==> src/rtl/instr_encoder_pkg.sv <==
// Shared encodings, opcodes and immediate limits for the RV32I instruction encoder.
package instr_encoder_pkg;

  localparam int XLEN = 32;

  // Format codes mirror the decoder's imm_src encoding.
  typedef enum logic [2:0] {
    FMT_I   = 3'b000,
    FMT_S   = 3'b001,
    FMT_B   = 3'b010,
    FMT_U   = 3'b011,
    FMT_J   = 3'b100,
    FMT_SH  = 3'b101,
    FMT_ILL = 3'b110,
    FMT_R   = 3'b111
  } fmt_e;

  localparam logic [6:0] OP_LOAD  = 7'b0000011;
  localparam logic [6:0] OP_ITYPE = 7'b0010011;
  localparam logic [6:0] OP_AUIPC = 7'b0010111;
  localparam logic [6:0] OP_STYPE = 7'b0100011;
  localparam logic [6:0] OP_RTYPE = 7'b0110011;
  localparam logic [6:0] OP_LUI   = 7'b0110111;
  localparam logic [6:0] OP_BTYPE = 7'b1100011;
  localparam logic [6:0] OP_JALR  = 7'b1100111;
  localparam logic [6:0] OP_JAL   = 7'b1101111;

  localparam int signed IMM12_MIN = -2048;
  localparam int signed IMM12_MAX = 2047;
  localparam int signed IMM13_MIN = -4096;
  localparam int signed IMM13_MAX = 4094;
  localparam int signed IMM21_MIN = -1048576;
  localparam int signed IMM21_MAX = 1048574;
  localparam int signed SHAMT_MAX = 31;

  typedef enum logic [1:0] {
    ST_IDLE  = 2'd0,
    ST_CHECK = 2'd1,
    ST_WRITE = 2'd2
  } state_e;

  typedef struct packed {
    logic [2:0]      fmt;
    logic [6:0]      opcode;
    logic [4:0]      rd;
    logic [4:0]      rs1;
    logic [4:0]      rs2;
    logic [2:0]      funct3;
    logic [6:0]      funct7;
    logic [XLEN-1:0] imm;
  } bundle_t;

endpackage

==> src/rtl/instr_encoder_imm_packer.sv <==
// Combinational packer: format + fields + signed immediate -> RV32I word and a
// flag telling whether the decoder would reproduce the immediate exactly.
module instr_encoder_imm_packer
  import instr_encoder_pkg::*;
(
  input  logic [2:0]             fmt_i,
  input  logic [6:0]             opcode_i,
  input  logic [4:0]             rd_i,
  input  logic [4:0]             rs1_i,
  input  logic [4:0]             rs2_i,
  input  logic [2:0]             funct3_i,
  input  logic [6:0]             funct7_i,
  input  logic signed [XLEN-1:0] imm_i,
  output logic [XLEN-1:0]        instr_o,
  output logic                   legal_o
);

  function automatic logic in_range(input logic signed [XLEN-1:0] v,
                                    input int signed lo, input int signed hi);
    return (v >= lo) && (v <= hi);
  endfunction

  always_comb begin
    instr_o = '0;
    legal_o = 1'b0;
    case (fmt_i)
      FMT_R: begin
        instr_o = {funct7_i, rs2_i, rs1_i, funct3_i, rd_i, opcode_i};
        legal_o = 1'b1;
      end
      FMT_I: begin
        instr_o = {imm_i[11:0], rs1_i, funct3_i, rd_i, opcode_i};
        legal_o = in_range(imm_i, IMM12_MIN, IMM12_MAX);
      end
      FMT_SH: begin
        instr_o = {funct7_i, imm_i[4:0], rs1_i, funct3_i, rd_i, opcode_i};
        legal_o = in_range(imm_i, 0, SHAMT_MAX);
      end
      FMT_S: begin
        instr_o = {imm_i[11:5], rs2_i, rs1_i, funct3_i, imm_i[4:0], opcode_i};
        legal_o = in_range(imm_i, IMM12_MIN, IMM12_MAX);
      end
      // Branch and jump offsets drop bit 0, so it must already be clear.
      FMT_B: begin
        instr_o = {imm_i[12], imm_i[10:5], rs2_i, rs1_i, funct3_i,
                   imm_i[4:1], imm_i[11], opcode_i};
        legal_o = in_range(imm_i, IMM13_MIN, IMM13_MAX) && !imm_i[0];
      end
      FMT_U: begin
        instr_o = {imm_i[31:12], rd_i, opcode_i};
        legal_o = (imm_i[11:0] == 12'd0);
      end
      FMT_J: begin
        instr_o = {imm_i[20], imm_i[10:1], imm_i[11], imm_i[19:12], rd_i, opcode_i};
        legal_o = in_range(imm_i, IMM21_MIN, IMM21_MAX) && !imm_i[0];
      end
      default: begin
        instr_o = '0;
        legal_o = 1'b0;
      end
    endcase
  end

endmodule

==> src/rtl/instr_encoder.sv <==
// Loader-side instruction encoder: accepts field bundles, packs them into RV32I
// words and writes them to program memory at an auto-incrementing address.
module instr_encoder
  import instr_encoder_pkg::*;
#(
  parameter int DATA_WIDTH = 32,
  parameter int ADDR_WIDTH = 32,
  parameter int CNT_WIDTH  = 16
) (
  input  logic                  clk_i,
  input  logic                  reset_ni,
  input  logic                  load_i,
  input  logic [ADDR_WIDTH-1:0] base_addr_i,
  input  logic                  req_valid_i,
  output logic                  req_ready_o,
  input  logic [2:0]            fmt_i,
  input  logic [6:0]            opcode_i,
  input  logic [4:0]            rd_i,
  input  logic [4:0]            rs1_i,
  input  logic [4:0]            rs2_i,
  input  logic [2:0]            funct3_i,
  input  logic [6:0]            funct7_i,
  input  logic [DATA_WIDTH-1:0] imm_i,
  output logic                  mem_wr_o,
  output logic [ADDR_WIDTH-1:0] mem_addr_o,
  output logic [DATA_WIDTH-1:0] mem_data_o,
  input  logic                  mem_ack_i,
  output logic [CNT_WIDTH-1:0]  count_o,
  output logic                  err_o,
  output logic [2:0]            err_code_o
);

  state_e                state_q;
  logic                  ready_q;
  logic                  wr_q;
  logic [ADDR_WIDTH-1:0] addr_q;
  logic [DATA_WIDTH-1:0] data_q;
  logic [CNT_WIDTH-1:0]  count_q;
  logic [CNT_WIDTH-1:0]  count_d;
  logic                  err_q;
  logic [2:0]            code_q;
  bundle_t               req_q;

  logic [XLEN-1:0]       packed_instr;
  logic                  packed_legal;
  logic                  accept;

  assign accept  = (state_q == ST_IDLE) && ready_q && req_valid_i && !load_i;
  assign count_d = (count_q == {CNT_WIDTH{1'b1}}) ? count_q : count_q + CNT_WIDTH'(1);

  // Captured fields are pure data; they are only consumed in CHECK after a capture.
  always_ff @(posedge clk_i) begin
    if (accept) begin
      req_q <= '{fmt: fmt_i, opcode: opcode_i, rd: rd_i, rs1: rs1_i, rs2: rs2_i,
                 funct3: funct3_i, funct7: funct7_i, imm: imm_i};
    end
  end

  instr_encoder_imm_packer u_packer (
    .fmt_i    (req_q.fmt),
    .opcode_i (req_q.opcode),
    .rd_i     (req_q.rd),
    .rs1_i    (req_q.rs1),
    .rs2_i    (req_q.rs2),
    .funct3_i (req_q.funct3),
    .funct7_i (req_q.funct7),
    .imm_i    (req_q.imm),
    .instr_o  (packed_instr),
    .legal_o  (packed_legal)
  );

  always_ff @(posedge clk_i or negedge reset_ni) begin
    if (!reset_ni) begin
      state_q <= ST_IDLE;
      ready_q <= 1'b1;
      wr_q    <= 1'b0;
      addr_q  <= '0;
      data_q  <= '0;
      count_q <= '0;
      err_q   <= 1'b0;
      code_q  <= '0;
    end else if (load_i) begin
      state_q <= ST_IDLE;
      ready_q <= 1'b1;
      wr_q    <= 1'b0;
      addr_q  <= base_addr_i & ~ADDR_WIDTH'(3);
      count_q <= '0;
      err_q   <= 1'b0;
      code_q  <= '0;
    end else begin
      case (state_q)
        ST_IDLE: begin
          if (accept) begin
            state_q <= ST_CHECK;
            ready_q <= 1'b0;
          end
        end
        ST_CHECK: begin
          if (packed_legal) begin
            data_q  <= packed_instr;
            wr_q    <= 1'b1;
            state_q <= ST_WRITE;
          end else begin
            err_q   <= 1'b1;
            if (!err_q) code_q <= req_q.fmt;
            ready_q <= 1'b1;
            state_q <= ST_IDLE;
          end
        end
        ST_WRITE: begin
          if (mem_ack_i) begin
            wr_q    <= 1'b0;
            addr_q  <= addr_q + ADDR_WIDTH'(4);
            count_q <= count_d;
            ready_q <= 1'b1;
            state_q <= ST_IDLE;
          end
        end
        default: begin
          state_q <= ST_IDLE;
          ready_q <= 1'b1;
          wr_q    <= 1'b0;
        end
      endcase
    end
  end

  assign req_ready_o = ready_q;
  assign mem_wr_o    = wr_q;
  assign mem_addr_o  = addr_q;
  assign mem_data_o  = data_q;
  assign count_o     = count_q;
  assign err_o       = err_q;
  assign err_code_o  = code_q;

endmodule

==> config.mk <==
export PLATFORM = sky130hd
export DESIGN_NAME = instr_encoder
export DESIGN_NICKNAME = d
export VERILOG_FILES = /design/src/rtl/instr_encoder_pkg.sv /design/src/rtl/instr_encoder_imm_packer.sv /design/src/rtl/instr_encoder.sv
export SDC_FILE = /design/constraint.sdc
export NUM_CORES = 1
export LEC_CHECK = 0
export CAP_MARGIN = 20
export CELL_PAD_IN_SITES_DETAIL_PLACEMENT = 0
export CELL_PAD_IN_SITES_GLOBAL_PLACEMENT = 1
export CORE_AREA = 2 2 141 143
export CTS_CLUSTER_DIAMETER = 50
export DETAILED_ROUTE_END_ITERATION = 10
export DIE_AREA = 0 0 143 145
export PLACE_DENSITY = 0.75
export SYNTH_ARGS = -nofsm -noshare
export SYNTH_HDL_FRONTEND = slang
export SYNTH_SLANG_ARGS = --single-unit
==> constraint.sdc <==
create_clock -name clk_i -period 4.8 [get_ports clk_i]
set_clock_uncertainty 0.15 [all_clocks]
set_input_delay 0.96 -clock clk_i [delete_from_list [all_inputs] [get_ports clk_i]]
set_output_delay 0.96 -clock clk_i [all_outputs]
set_load 0.02 [all_outputs]
==> Flow_metrics.wiki <==
{| class="wikitable"
! Metric !! Value
|-
| Outcome || finished clean
|-
| Total via count in the routed design || 5468
|-
| Number of warnings issued by yosys || 0
|-
| Row cnt || 51
|-
| Part of the Yosys area used for sequential elements || 59.9%
|-
| Layout overhead on the synthesized area || 38.8%
|-
| TritonCTS sink count || 153
|-
| Synthesized area || 6960 um2
|-
| CP required || 4.93 ns
|-
| Global routing met2 resource utilization || 27.4%
|-
| Max-slew violation count || 0
|-
| Share of async-settable or async-resettable flops after synthesis || 56.2%
|-
| HPWL after detailed placement || 12700 um
|-
| Global placement routability congestion || 0.819
|-
| Vias in the first global route || 5374
|-
| Number of input and output port buffers inserted || 185
|-
| Number of antenna violations at the first check in global routing || 0
|-
| Share of synthesized cell area in full adder, half adder and majority cells || 0.360%
|-
| Clock latency on the worst-skew pair || 0.42 ns
|-
| Fin. Hold Viols || 0
|-
| Placeable core region || 19200 um2
|-
| Synthesized-area fraction occupied by ao, oa, aoi and oai cells || 12.3%
|-
| Maximum fanout count along the critical path || 10
|-
| Initial DRC count || 374
|-
| # hold bufs at CTS || 0
|-
| CTS clk-pin slew, worst paths || 0.06 ns
|-
| DRC violations left || 0
|-
| Crit path buffers/inverters || 1
|-
| TritonCTS clock tree || built
|-
| CTS Buffer Depth || 2
|-
| Worst-case vdd ir drop || 0.000241 V
|-
| Maximum level of the CTS H-tree || 4
|-
| Clock period minus final worst setup slack || 3.06 ns
|-
| Cell occurring most often along the worst timing path || sky130_fd_sc_hd__nor2_1
|-
| Cell chain of the critical path || clkdlybuf4s50_1 -> and3b_1 -> nor2_1 -> or3_1 -> or3b_1 -> xor2_1 -> nor2_1
|-
| Worst hold path class || register to register
|-
| Most repeated cell in the gate-level netlist after synthesis || sky130_fd_sc_hd__nand2_1
|-
| Largest family of logic cells by synthesized area || simple AND/OR/NAND/NOR gates
|-
| Highest attainable clock frequency || 326 MHz
|-
| All-Layer GR Usage || 16.9%
|-
| Power density over the cells || 349 nW/um2
|-
| Root cell of the clock tree || sky130_fd_sc_hd__clkbuf_16
|-
| Post-CTS setup buffer count || 0
|-
| Cell taking the most area after synthesis || sky130_fd_sc_hd__dfrtp_1
|-
| Length of the first detailed-routing pass in iterations || 4
|-
| Total number of nets in the final design || 932
|-
| I/O pin total || 190
|-
| Stage delay of the slowest cell on the critical path || 0.57 ns
|-
| Die Wd || 143 um
|-
| Final setup violation count || 0
|-
| Main flop type after synthesis || sky130_fd_sc_hd__dfrtp_1
|-
| FF+latch count, synth || 153
|-
| Met1 Track Usage GR || 22.6%
|-
| Total power || 3.37 mW
|-
| Slew at the pin closest to its max-slew limit || 0.922 ns
|-
| Max Cap Viol || 0
|-
| Area enclosed by the die boundary || 20700 um2
|-
| Effective utilization at floorplan || 36.2%
|-
| Setup repair after global routing missed its margin || false
|-
| ANT cells || 0
|-
| Count of flip-flops with a built-in enable after synthesis || 67
|-
| Crit Path Class || primary input to register
|-
| Most area-consuming cells after synthesis || sky130_fd_sc_hd__dfrtp_1 (31%), sky130_fd_sc_hd__edfxtp_1 (29%), sky130_fd_sc_hd__nand2_1 (6.1%)
|-
| End-of-flow core utilization || 50.3%
|-
| Gate family responsible for the most delay along the worst path || simple AND/OR/NAND/NOR gates
|-
| Unique cell type count in the Yosys netlist || 54
|-
| Minimum hold slack || 0.320 ns
|-
| Worst slew slack as a fraction of its limit || 38.3%
|-
| Wire per inst || 15.7 um
|-
| Post-synthesis xor/xnor area fraction || 5.29%
|-
| Share of cells above drive strength 1 || 5.84%
|-
| Per-instance average area after synthesis || 10.7 um2
|-
| TritonCTS Buffers || 17
|-
| Vertical die dimension || 145 um
|-
| Setup TNS after final layout || 0 ns
|-
| Cell type of the slowest stage on the worst timing path || sky130_fd_sc_hd__clkdlybuf4s50_1
|-
| Crit. End Element || register
|-
| Count of mapped cells out of synthesis || 651
|-
| Antenna viol nets, final || 0
|-
| Mux contribution to synthesized area || 2.45%
|-
| CTS resizes || 0
|-
| Most heavily used metal layer in global routing || met2
|-
| Leakage || 3.66 nW
|-
| Critical Path AT || 3.19 ns
|-
| Largest net degree at the start of global routing || 87
|-
| Wire length of the first global-routing pass || 27900 um
|-
| Residual overflow from global routing || 0
|-
| Basic-gate share of the synthesized area counting and, or, nand and nor cells || 16.8%
|-
| Fraction of post-synthesis cell area in the top cell type by area || 30.6%
|-
| Crit start category || primary input
|-
| Synth top cells by count || sky130_fd_sc_hd__nand2_1 (113), sky130_fd_sc_hd__dfrtp_1 (85), sky130_fd_sc_hd__edfxtp_1 (67)
|-
| Final cycle utilization of the critical path || 63.8%
|-
| Detailed-route wire length || 17400 um
|-
| Routed vias/inst || 4.95
|-
| Met3 layer usage reported by global route || 4.69%
|}
worst paths after layout:
| kind | startpoint | end | slack [ns] | depth (start not counted) |
|---|---|---|---|---|
| max | mem_ack_i | count_o[8] | 1.74 | 7 |
| min | req_q[57] | mem_data_o[0] | 0.32 | 1 |
| max reg2reg | req_q[66] | err_code_o[0] | 1.75 | 6 |
| min reg2reg | req_q[57] | mem_data_o[0] | 0.32 | 1 |
| max in group asynchronous | reset_ni | req_ready_o | 3.44 | 2 |
| min in group asynchronous | reset_ni | count_o[13] | 0.38 | 1 |
sequential cells by signal, indices dropped and copies added (netlist names):
| signal | count |
|---|---|
| req_ready_o | 1 |
| err_o | 1 |
| mem_wr_o | 1 |
| state_q | 2 |
| mem_addr_o | 30 |
| count_o | 16 |
| err_code_o | 3 |
| mem_data_o | 32 |
| req_q | 67 |
metrics by stage:
stage,cell area (um2),std cells,worst slack [ns]
2_1_floorplan,6970,652,0.913
6_report,9660,1104,1.74
4_1_cts,9630,1103,1.73
3_5_place_dp,9060,1071,1.30
5_1_grt,9660,1104,1.50
3_3_place_gp,9060,1071,1.35
kinds of logic after synthesis:
kind of cell / Yosys count
simple gates: 239
flops: 153
compound gates: 150
buf+inv: 49
xor+xnor: 42
mux: 15
fa+ha+maj: 2
other cells: 1
per-layer routing:
metal  share of wire (%)  vias to the layer above
met2                  48                      196
met1                  43                     2575
met4                 1.4                        0
li1                    -                     2678
met3                 6.9                       19
met5                   0                        -
power by group:
group / total (mW) / internal, mW / switching [mW]
Combinational: 0.508 / 0.256 / 0.252
Clock: 1.31 / 0.768 / 0.541
Sequential: 1.55 / 1.47 / 0.0779
Total: 3.37 / 2.50 / 0.871
final cells by class:
cell class	instances	area, um2
inverter	12	45.0
clock buffer	18	429
tap	265	332
fill	1737	9550
timing repair buffer	192	1930
sequential	153	4170
clock inverter	14	144
multi-input combinational	450	2620
layout by cell type (no fill, tap or decap), drive strengths merged, types with 7 or more instances in the layout:
master / synthesis / routed
a21oi: 42 / 42
edfxtp: 67 / 67
nand3: 12 / 12
nor4: 10 / 10
inv: 12 / 17
nor2b: 7 / 7
nor3: 10 / 10
nand4: 18 / 18
or3: 7 / 7
nand2: 113 / 113
clkbuf: 25 / 18
xnor2: 22 / 22
a22o: 9 / 9
xor2: 20 / 20
nor2: 37 / 37
buf: 12 / 9
mux2i: 8 / 8
dfrtp: 85 / 85
o21ai: 76 / 76
clkdlybuf4s50: 0 / 183
(Power assumes the default switching activity.)
